**src/rtl/mem_pkg.sv**
```systemverilog
// Shared types and helpers for the Modified Enigma Machine streaming front end.
// Optional feature macro used by the sequencer: MEM_SEQ_ALPHA_ONLY_EN.
package mem_pkg;

  typedef logic [1:0] setting_t;
  typedef logic [7:0] char_t;

  localparam char_t ASCII_A = 8'h41;
  localparam char_t ASCII_Z = 8'h5A;

  // Payload held in the first pipeline stage (the one that feeds the MEM core).
  typedef struct packed {
    char_t    ch;
    setting_t setting;
    logic     bypass;
  } s1_data_t;

  // Payload held in the output stage.
  typedef struct packed {
    char_t    ch;
    setting_t setting;
  } s2_data_t;

  // One rotor step: 2-bit modular increment or decrement.
  function automatic setting_t step_setting(setting_t s, bit up);
    return up ? setting_t'(s + 2'd1) : setting_t'(s - 2'd1);
  endfunction

  // True for upper-case letters 'A'..'Z'.
  function automatic logic is_alpha(char_t c);
    return (c >= ASCII_A) && (c <= ASCII_Z);
  endfunction

endpackage

```
**src/rtl/mem_skid_stage.sv**
```systemverilog
// One-entry valid/ready register stage. Accepts when empty or when the
// downstream takes the current entry in the same cycle.
module mem_skid_stage #(
  parameter int W = 8
) (
  input  logic         clk,
  input  logic         reset,
  input  logic         in_valid,
  output logic         in_ready,
  input  logic [W-1:0] in_data,
  output logic         out_valid,
  input  logic         out_ready,
  output logic [W-1:0] out_data
);

  logic         valid_q;
  logic [W-1:0] data_q;

  assign in_ready  = !valid_q || out_ready;
  assign out_valid = valid_q;
  assign out_data  = data_q;

  // Load on handshake, drain on downstream accept, hold otherwise.
  always_ff @(posedge clk) begin
    // NOTE: the payload is reset as well, since it is visible on the block's
    // outputs and must read zero after reset; state uses non-blocking assigns.
    if (reset) begin
      valid_q <= 1'b0;
      data_q  <= '0;
    end else if (in_valid && in_ready) begin
      valid_q <= 1'b1;
      data_q  <= in_data;
    end else if (out_ready) begin
      valid_q <= 1'b0;
    end
  end

endmodule

```
**src/rtl/mem_char_sequencer.sv**
```systemverilog
// Streaming front end for the MEM core: accepts plaintext characters, assigns
// each its rotor setting, presents it to the external combinational core and
// returns the core's result as a registered valid/ready stream.
// Optional feature: define MEM_SEQ_ALPHA_ONLY_EN to pass non-letters through
// unencrypted without stepping the setting or counting them.
module mem_char_sequencer
  import mem_pkg::*;
#(
  parameter setting_t START_SETTING = 2'b10,
  parameter bit       STEP_UP       = 1'b0
) (
  input  logic        clk,
  input  logic        reset,
  input  logic        s_valid,
  output logic        s_ready,
  input  logic [7:0]  s_char,
  input  logic        s_sof,
  input  logic        key_load,
  input  logic [1:0]  key_setting,
  output logic [7:0]  mem_in,
  output logic [1:0]  mem_setting,
  input  logic [7:0]  mem_out,
  output logic        m_valid,
  input  logic        m_ready,
  output logic [7:0]  m_char,
  output logic [1:0]  m_setting,
  output logic [15:0] char_count
);

  setting_t key_reg;
  setting_t cur_setting;
  logic [15:0] count_q;

  logic     s1_in_valid;
  logic     s1_in_ready;
  logic     s1_valid;
  logic     s2_in_ready;
  logic     accept;
  logic     bypass;
  setting_t used_setting;
  s1_data_t s1_in;
  s1_data_t s1_q;
  s2_data_t s2_in;
  s2_data_t s2_q;

  // A key load blocks acceptance so the two never coincide.
  assign s1_in_valid  = s_valid && !key_load;
  assign s_ready      = !key_load && s1_in_ready;
  assign accept       = s_valid && s_ready;
  assign used_setting = s_sof ? key_reg : cur_setting;

`ifdef MEM_SEQ_ALPHA_ONLY_EN
  assign bypass = !is_alpha(s_char);
`else
  assign bypass = 1'b0;
`endif

  assign s1_in = '{ch: s_char, setting: used_setting, bypass: bypass};

  // Output stage takes the core's result, or the raw character when bypassed.
  assign s2_in = '{ch: (s1_q.bypass ? s1_q.ch : mem_out), setting: s1_q.setting};

  mem_skid_stage #(.W($bits(s1_data_t))) u_s1 (
    .clk       (clk),
    .reset     (reset),
    .in_valid  (s1_in_valid),
    .in_ready  (s1_in_ready),
    .in_data   (s1_in),
    .out_valid (s1_valid),
    .out_ready (s2_in_ready),
    .out_data  (s1_q)
  );

  mem_skid_stage #(.W($bits(s2_data_t))) u_s2 (
    .clk       (clk),
    .reset     (reset),
    .in_valid  (s1_valid),
    .in_ready  (s2_in_ready),
    .in_data   (s2_in),
    .out_valid (m_valid),
    .out_ready (m_ready),
    .out_data  (s2_q)
  );

  assign mem_in      = s1_q.ch;
  assign mem_setting = s1_q.setting;
  assign m_char      = s2_q.ch;
  assign m_setting   = s2_q.setting;
  assign char_count  = count_q;

  // Key register, running rotor setting and per-message character counter.
  always_ff @(posedge clk) begin
    if (reset) begin
      key_reg     <= START_SETTING;
      cur_setting <= START_SETTING;
      count_q     <= 16'd0;
    end else if (key_load) begin
      key_reg     <= key_setting;
      cur_setting <= key_setting;
    end else if (accept) begin
      if (!bypass) begin
        cur_setting <= step_setting(used_setting, STEP_UP);
        count_q     <= s_sof ? 16'd1 : count_q + 16'd1;
      end else if (s_sof) begin
        cur_setting <= key_reg;
        count_q     <= 16'd0;
      end
    end
  end

endmodule

```
**config.mk**
```make
export PLATFORM = sky130hd
export DESIGN_NAME = mem_char_sequencer
export DESIGN_NICKNAME = d
export VERILOG_FILES = /design/src/rtl/mem_pkg.sv /design/src/rtl/mem_skid_stage.sv /design/src/rtl/mem_char_sequencer.sv
export SDC_FILE = /design/constraint.sdc
export NUM_CORES = 1
export LEC_CHECK = 0
export ABC_AREA = 1
export CAP_MARGIN = 20
export CORE_MARGIN = 2
export CORE_UTILIZATION = 40
export CTS_BUF_LIST = sky130_fd_sc_hd__clkbuf_16
export DETAILED_ROUTE_END_ITERATION = 7
export PLACE_DENSITY = 0.7
export SYNTH_ARGS = -nofsm -noshare
export SYNTH_HDL_FRONTEND = slang
export SYNTH_SLANG_ARGS = --single-unit
```
**constraint.sdc**
```tcl
create_clock -name clk -period 2.6 [get_ports clk]
set_input_delay 0.26 -clock clk [delete_from_list [all_inputs] [get_ports clk]]
set_output_delay 0.26 -clock clk [all_outputs]
set_load 0.02 [all_outputs]
```
==> impl_metrics.env, run 1 <==
export IMPL_ctsResizeCount=0
export IMPL_largest_reg_flops=16
export IMPL_diodes=0
export IMPL_rsz0062_at_grt="no"
export IMPL_wire_per_inst_microns=10.88
export IMPL_cts_setup_buffers=0
export IMPL_ys_ff_latch=42
export IMPL_fin_crit_ps=1918
export IMPL_worst_hold_startpoint="key_reg[1]$_SDFFE_PP1P_"
export IMPL_cp_end_kind="primary output"
export IMPL_drtIter0Drc=74
export IMPL_drc=0
export IMPL_dp_cells=357
export IMPL_antenna_found_initial=0
export IMPL_synth_cells=250
export IMPL_synth_top_cell_area_share_pct=47.19
export IMPL_final_hold_violation_count=0
export IMPL_hp_class="register to register"
export IMPL_routed_via_density=4.647
export IMPL_vias=1687
export IMPL_crit_fanout=4
export IMPL_stdcell_area_sq_um=2551
export IMPL_h_tree_depth=2
export IMPL_p_comb_share_pct=13.2
export IMPL_setup_worst_path_start_class="input pin"
export IMPL_port_buffers=61
export IMPL_final_util_pct=59.00
export IMPL_worst_setup_path_type="input pin to primary output"
export IMPL_grt_use_total_pct=16.91
export IMPL_postSynthAreaPerCell_sq_um=7.127
export IMPL_yosysWarningCount=0
export IMPL_cts_sinks=42
export IMPL_nets=337
export IMPL_placed_cell_area_sq_um=2422
export IMPL_setup_viol=0
export IMPL_place_gp_congestion=0.7589
export IMPL_cts_hold_buf=0
export IMPL_grt_max_degree=23
export IMPL_period_share_pct=73.76
export IMPL_synth_top_cell_by_area="dfxtp_1"
export IMPL_cpPeakStageDelay_ps=590
export IMPL_reg2reg_from="char_count[0]$_SDFFE_PP0P_"
export IMPL_cts_root_buf="clkbuf_16"
export IMPL_initial_core_util_pct=41.20
export IMPL_cts_buffers=5
export IMPL_die_h_microns=70.74
export IMPL_powerDensity_nw_per_um2=564.9
export IMPL_p_int_mw=1.105
export IMPL_setup_worst_path_start="m_ready"
export IMPL_tns_ps=0
export IMPL_grt_pass1_wl_mm=6.851
export IMPL_area_delta_synth_final_pct=43.19
export IMPL_crit_arrival_ps=1660
export IMPL_clkSlewWorstSetupHoldPaths_ps=60
export IMPL_syn_nets=275
export IMPL_drt_pass1_iterations=4
export IMPL_p_leak_nw=1.021
export IMPL_die_x_microns=70.74
export IMPL_ios=62
export IMPL_drive_gt1_share_pct=6.109
export IMPL_critical_path_top_delay_family="buffers and inverters"
export IMPL_vdd_ir_drop_max_v=0.0004435
export IMPL_relSlewSlack_pct=62.43
export IMPL_status="finished, final reports clean"
export IMPL_grt_pass1_vias=1530
export IMPL_stdcell_count=363
export IMPL_drt_wl_total_mm=3.949
export IMPL_syn_area_sq_um=1782
export IMPL_max_freq_ghz=0.5214
export IMPL_synthTopCellsByArea="dfxtp_1 (47%), nor2_1 (13%), nand2_1 (9.3%), o21ai_0 (5.9%), inv_1 (5.1%)"
export IMPL_p_seq_share_pct=47.5
export IMPL_design_die_area_sq_um=5004
export IMPL_crit_chain="clkdlybuf4s50_1 > inv_1 > nand3_1 > nand2_1 > inv_1 > clkdlybuf4s50_1"
export IMPL_cap_viol_max_count=0
export IMPL_p_switching_mw=0.3363
export IMPL_tightest_slew_ps=562.9
export IMPL_clock_skew_ps=2.725
export IMPL_yosysUniqueCellTypes=25
export IMPL_cts_tree="done"
export IMPL_p_sw_share_pct=23.33
export IMPL_drv_slew=0
export IMPL_crit_path_top_delay_cell="clkdlybuf4s50_1"
export IMPL_path_buf_inv=4
export IMPL_drtAntennaViolNets=0
export IMPL_required_ps=2340
export IMPL_dp_hpwl_mm=2.985
export IMPL_rows=24
export IMPL_cts_buffer_depth=2
export IMPL_core_area_sq_um=4324
export IMPL_grt_overflow=0
export IMPL_p_clk_share_pct=39.3
export IMPL_power_mw=1.441
export IMPL_ys_seq_area_share_pct=47.19
export IMPL_clock_latency_ps=280
-- Yosys cell counts --
cell type,count
xnor2_1,1
dfxtp_1,42
buf_4,1
a21oi_1,16
nor3_1,1
nand2_2,2
nand2_1,44
nand2_4,1
o21ai_1,2
nor2_2,4
nand3_1,16
o211a_1,1
clkbuf_2,1
ha_1,1
inv_1,24
clkinv_1,1
nor2_4,2
buf_6,1
o21ai_0,21
buf_1,1
o21ai_2,3
nor2_1,60
clkbuf_1,2
inv_6,1
inv_2,1
-- cells in the final DEF (no fill, tap or decap) --
| cell type | netlist | routed |
|---|---|---|
| o21ai_2 | 3 | 3 |
| nand2_4 | 1 | 1 |
| o21ai_0 | 21 | 21 |
| inv_6 | 1 | 1 |
| nand2_1 | 44 | 44 |
| o211a_1 | 1 | 1 |
| dfxtp_1 | 42 | 42 |
| nor2_4 | 2 | 2 |
| nor2_2 | 4 | 4 |
| inv_1 | 24 | 24 |
| ha_1 | 1 | 1 |
| nand3_1 | 16 | 16 |
| o21ai_1 | 2 | 2 |
| nor3_1 | 1 | 1 |
| nand2_2 | 2 | 2 |
| inv_2 | 1 | 1 |
| clkbuf_16 | 0 | 5 |
| clkinv_1 | 1 | 2 |
| a21oi_1 | 16 | 16 |
| nor2_1 | 60 | 60 |
| clkdlybuf4s50_1 | 0 | 61 |
| xnor2_1 | 1 | 1 |
-- layer usage --
metal / track usage (%) / wire (microns) / share of wire, %
met1: 21.80 / 1874 / 47
met2: 27.93 / 1847 / 47
met3: 3.134 / 154 / 3.9
met4: 6.918 / 73 / 1.8
met5: 0 / 0 / 0
-- through the flow --
stage	hold WS (ps)	worst slack, ps
finish	477.4	682.2
global route	496.9	586.1
CTS	479.4	676.0
detailed placement	466.6	640.2
global placement	457.9	677.8
floorplan	329.1	1202
-- power groups by stage --
stage                     registers (mW)  logic (mW)  clock network (mW)
after floorplan                    0.724      0.0750                   0
after global placement             0.698       0.190                   0
after detailed placement           0.699       0.192                   0
after CTS                          0.685       0.192               0.581
after global routing               0.689       0.209               0.605
final                              0.685       0.191               0.566
-- tightest hold or removal path: cells and delay by family, from the launching register on --
kind | cells | cell delay (ps)
DFF | 1 | 290
AOI/OAI and AO/OA | 1 | 80
buffers and inverters | 1 | 50
-- final timing paths --
path                                      end  slack [ps]  depth (start not counted)
setup / recovery                      s_ready         680                          6
hold / removal        key_reg[1]$_SDFFE_PP1P_         480                          2
setup reg to reg  char_count[12]$_SDFFE_PP0P_        1220                          8
hold reg to reg       key_reg[1]$_SDFFE_PP1P_         480                          2
-- logic make-up after synthesis --
family                   share of synthesized area [%]
AO/OA/AOI/OAI                                    12.99
XOR/XNOR                                        0.4917
buffers and inverters                            7.935
flip-flops                                       47.19
adder cells (fa/ha/maj)                         0.7021
AND/OR/NAND/NOR                                  30.69
-- final cells by class --
| cell class | count | area (sq um) |
|---|---|---|
| flip-flops and latches | 42 | 840.8 |
| multi-input cells | 175 | 799.5 |
| well taps | 52 | 65.06 |
| repair buffers | 61 | 610.6 |
| clock buffers | 5 | 125.1 |
| inverters | 27 | 106.4 |
| fillers | 406 | 1773 |
| clock inverters | 1 | 3.754 |
(Power assumes the default switching activity.)
==> run 2, diff against run 1 <==
==> constraint.sdc (replaced) <==
create_clock -name clk -period 1.8 [get_ports clk]
set_input_delay 0.18 -clock clk [delete_from_list [all_inputs] [get_ports clk]]
set_output_delay 0.18 -clock clk [all_outputs]
set_load 0.02 [all_outputs]
==> run 2 against run 1 <==
Register-to-register slack got worse by 830 ps; worst setup slack got worse by 540 ps; critical path depth shrank 1; sequential power rose by 44%; via count is 3.7% higher; non-clock buffer count grew 6; critical path type unchanged; largest power group is now clock; final area increased by 3.2%; die area stayed put; clock-buffer cell count did not move.
==> impl_metrics.env, run 2 (same netlist as run 1, synthesis figures left out) <==
export IMPL_status="finished, final reports clean"
export IMPL_core_area_sq_um=4324
export IMPL_port_buffers=61
export IMPL_clock_latency_ps=280
export IMPL_drtAntennaViolNets=0
export IMPL_drive_gt1_share_pct=8.464
export IMPL_crit_fanout=4
export IMPL_grt_pass1_vias=1581
export IMPL_drtIter0Drc=125
export IMPL_rrSetupSlack_ps=390
export IMPL_worst_setup_path_type="input pin to primary output"
export IMPL_cts_sinks=42
export IMPL_rsz0062_at_grt="no"
export IMPL_nets=343
export IMPL_clkSlewWorstSetupHoldPaths_ps=60
export IMPL_cts_buffers=5
export IMPL_cts_buffer_depth=2
export IMPL_die_h_microns=70.74
export IMPL_relSlewSlack_pct=81.31
export IMPL_tightest_slew_ps=277.4
export IMPL_rows=24
export IMPL_final_cell_mix="clkdlybuf4s50_1 (61), nor2_1 (60), nand2_1 (44), dfxtp_1 (42), inv_1 (25)"
export IMPL_worst_hold_startpoint="key_reg[0]$_SDFFE_PP0P_"
export IMPL_period_share_pct=91.91
export IMPL_vias=1750
export IMPL_powerDensity_nw_per_um2=866.3
export IMPL_placed_cell_area_sq_um=2467
export IMPL_reg2reg_from="char_count[0]$_SDFFE_PP0P_"
export IMPL_ios=62
export IMPL_final_util_pct=60.91
export IMPL_min_to="key_reg[0]$_SDFFE_PP0P_"
export IMPL_diodes=0
export IMPL_place_gp_congestion=0.7757
export IMPL_antenna_found_initial=0
export IMPL_wire_per_inst_microns=11.01
export IMPL_grt_pass1_wl_mm=7.031
export IMPL_routed_via_density=4.717
export IMPL_stdcell_area_sq_um=2634
export IMPL_max_freq_ghz=0.6044
export IMPL_largest_reg_flops=16
export IMPL_cts_tree="done"
export IMPL_area_delta_synth_final_pct=47.82
export IMPL_fin_crit_ps=1654
export IMPL_clock_skew_ps=2.957
export IMPL_rr_worst_depth=8
export IMPL_crit_arrival_ps=1470
export IMPL_drt_wl_total_mm=4.086
export IMPL_cts_setup_buffers=0
export IMPL_drc=0
export IMPL_worstHoldPathCells=2
export IMPL_hp_class="register to register"
export IMPL_dp_hpwl_mm=2.979
export IMPL_r2r_end="char_count[12]$_SDFFE_PP0P_"
export IMPL_p_leak_nw=1.067
export IMPL_grt_use_total_pct=17.48
export IMPL_grt_overflow=0
export IMPL_drv_slew=0
export IMPL_grt_max_degree=22
export IMPL_setup_worst_path_start_class="input pin"
export IMPL_die_x_microns=70.74
export IMPL_tns_ps=0
export IMPL_ctsResizeCount=0
export IMPL_cp_end_kind="primary output"
export IMPL_cts_hold_buf=0
export IMPL_final_common_cell="clkdlybuf4s50_1"
export IMPL_h_tree_depth=2
export IMPL_required_ps=1620
export IMPL_initial_core_util_pct=41.20
export IMPL_final_hold_violation_count=0
export IMPL_drt_pass1_iterations=7
export IMPL_design_die_area_sq_um=5004
export IMPL_vdd_ir_drop_max_v=0.0006906
export IMPL_cap_viol_max_count=0
export IMPL_setup_viol=0
export IMPL_cts_root_buf="clkbuf_16"
run 2: changes by cell type in the layout (fill, tap and decap cells not counted):
cell        delta
buf_4          +6
bufinv_16      +1
clkinv_1       -1
clkinvlp_4     +1
inv_1          +1
run 2: where the power goes:
group	total (mW)	switching (mW)	internal, mW
clock network	1.01	0.360	0.649
registers	0.989	0.0209	0.968
logic	0.284	0.142	0.142
total	2.28	0.523	1.76
run 2: cell type report:
cell class                 count  area [sq um]
fill                         404          1690
sequential                    42         840.8
multi-input combinational    175         799.5
timing repair buffer          67         655.6
clock buffer                   5         125.1
inverter                      27         106.4
tap                           52         65.06
clock inverter                 3         41.29
run 2: per-layer routing:
metal	vias up	part of all wire [%]	global-route usage, %
li1	926	-	-
met1	778	47	22.50
met2	39	47	28.66
met3	7	4.2	3.276
met4	0	2.1	7.547
met5	-	0	0
run 2: worst max-delay path, cell delays in order:
cell and delay, ps:
clkdlybuf4s50_1 490, inv_1 110, nand2_1 50, inv_1 50
clkdlybuf4s50_1 590
run 2: metrics by stage:
stage | hold WS [ps] | setup slack [ps] | std cells | power [mW]
finish | 465.6 | 145.6 | 371 | 2.282
global route | 491.5 | 85.31 | 371 | 2.368
CTS | 463.8 | 138.9 | 371 | 2.301
detailed placement | 454.6 | 138.9 | 363 | 1.294
global placement | 454.1 | 142.0 | 363 | 1.291
floorplan | 249.1 | 401.6 | 250 | 1.154
run 2: worst max path at each step:
| stage | slack (ps) | depth (start not counted) | start | to |
|---|---|---|---|---|
| 2_1_floorplan | 400 | 8 | char_count[0]$_SDFFE_PP0P_ | char_count[12]$_SDFFE_PP0P_ |
| 3_3_place_gp | 140 | 5 | key_load | s_ready |
| 3_5_place_dp | 140 | 5 | key_load | s_ready |
| 4_1_cts | 140 | 5 | key_load | s_ready |
| 5_1_grt | 90 | 5 | key_load | s_ready |
| 6_report | 150 | 5 | key_load | s_ready |
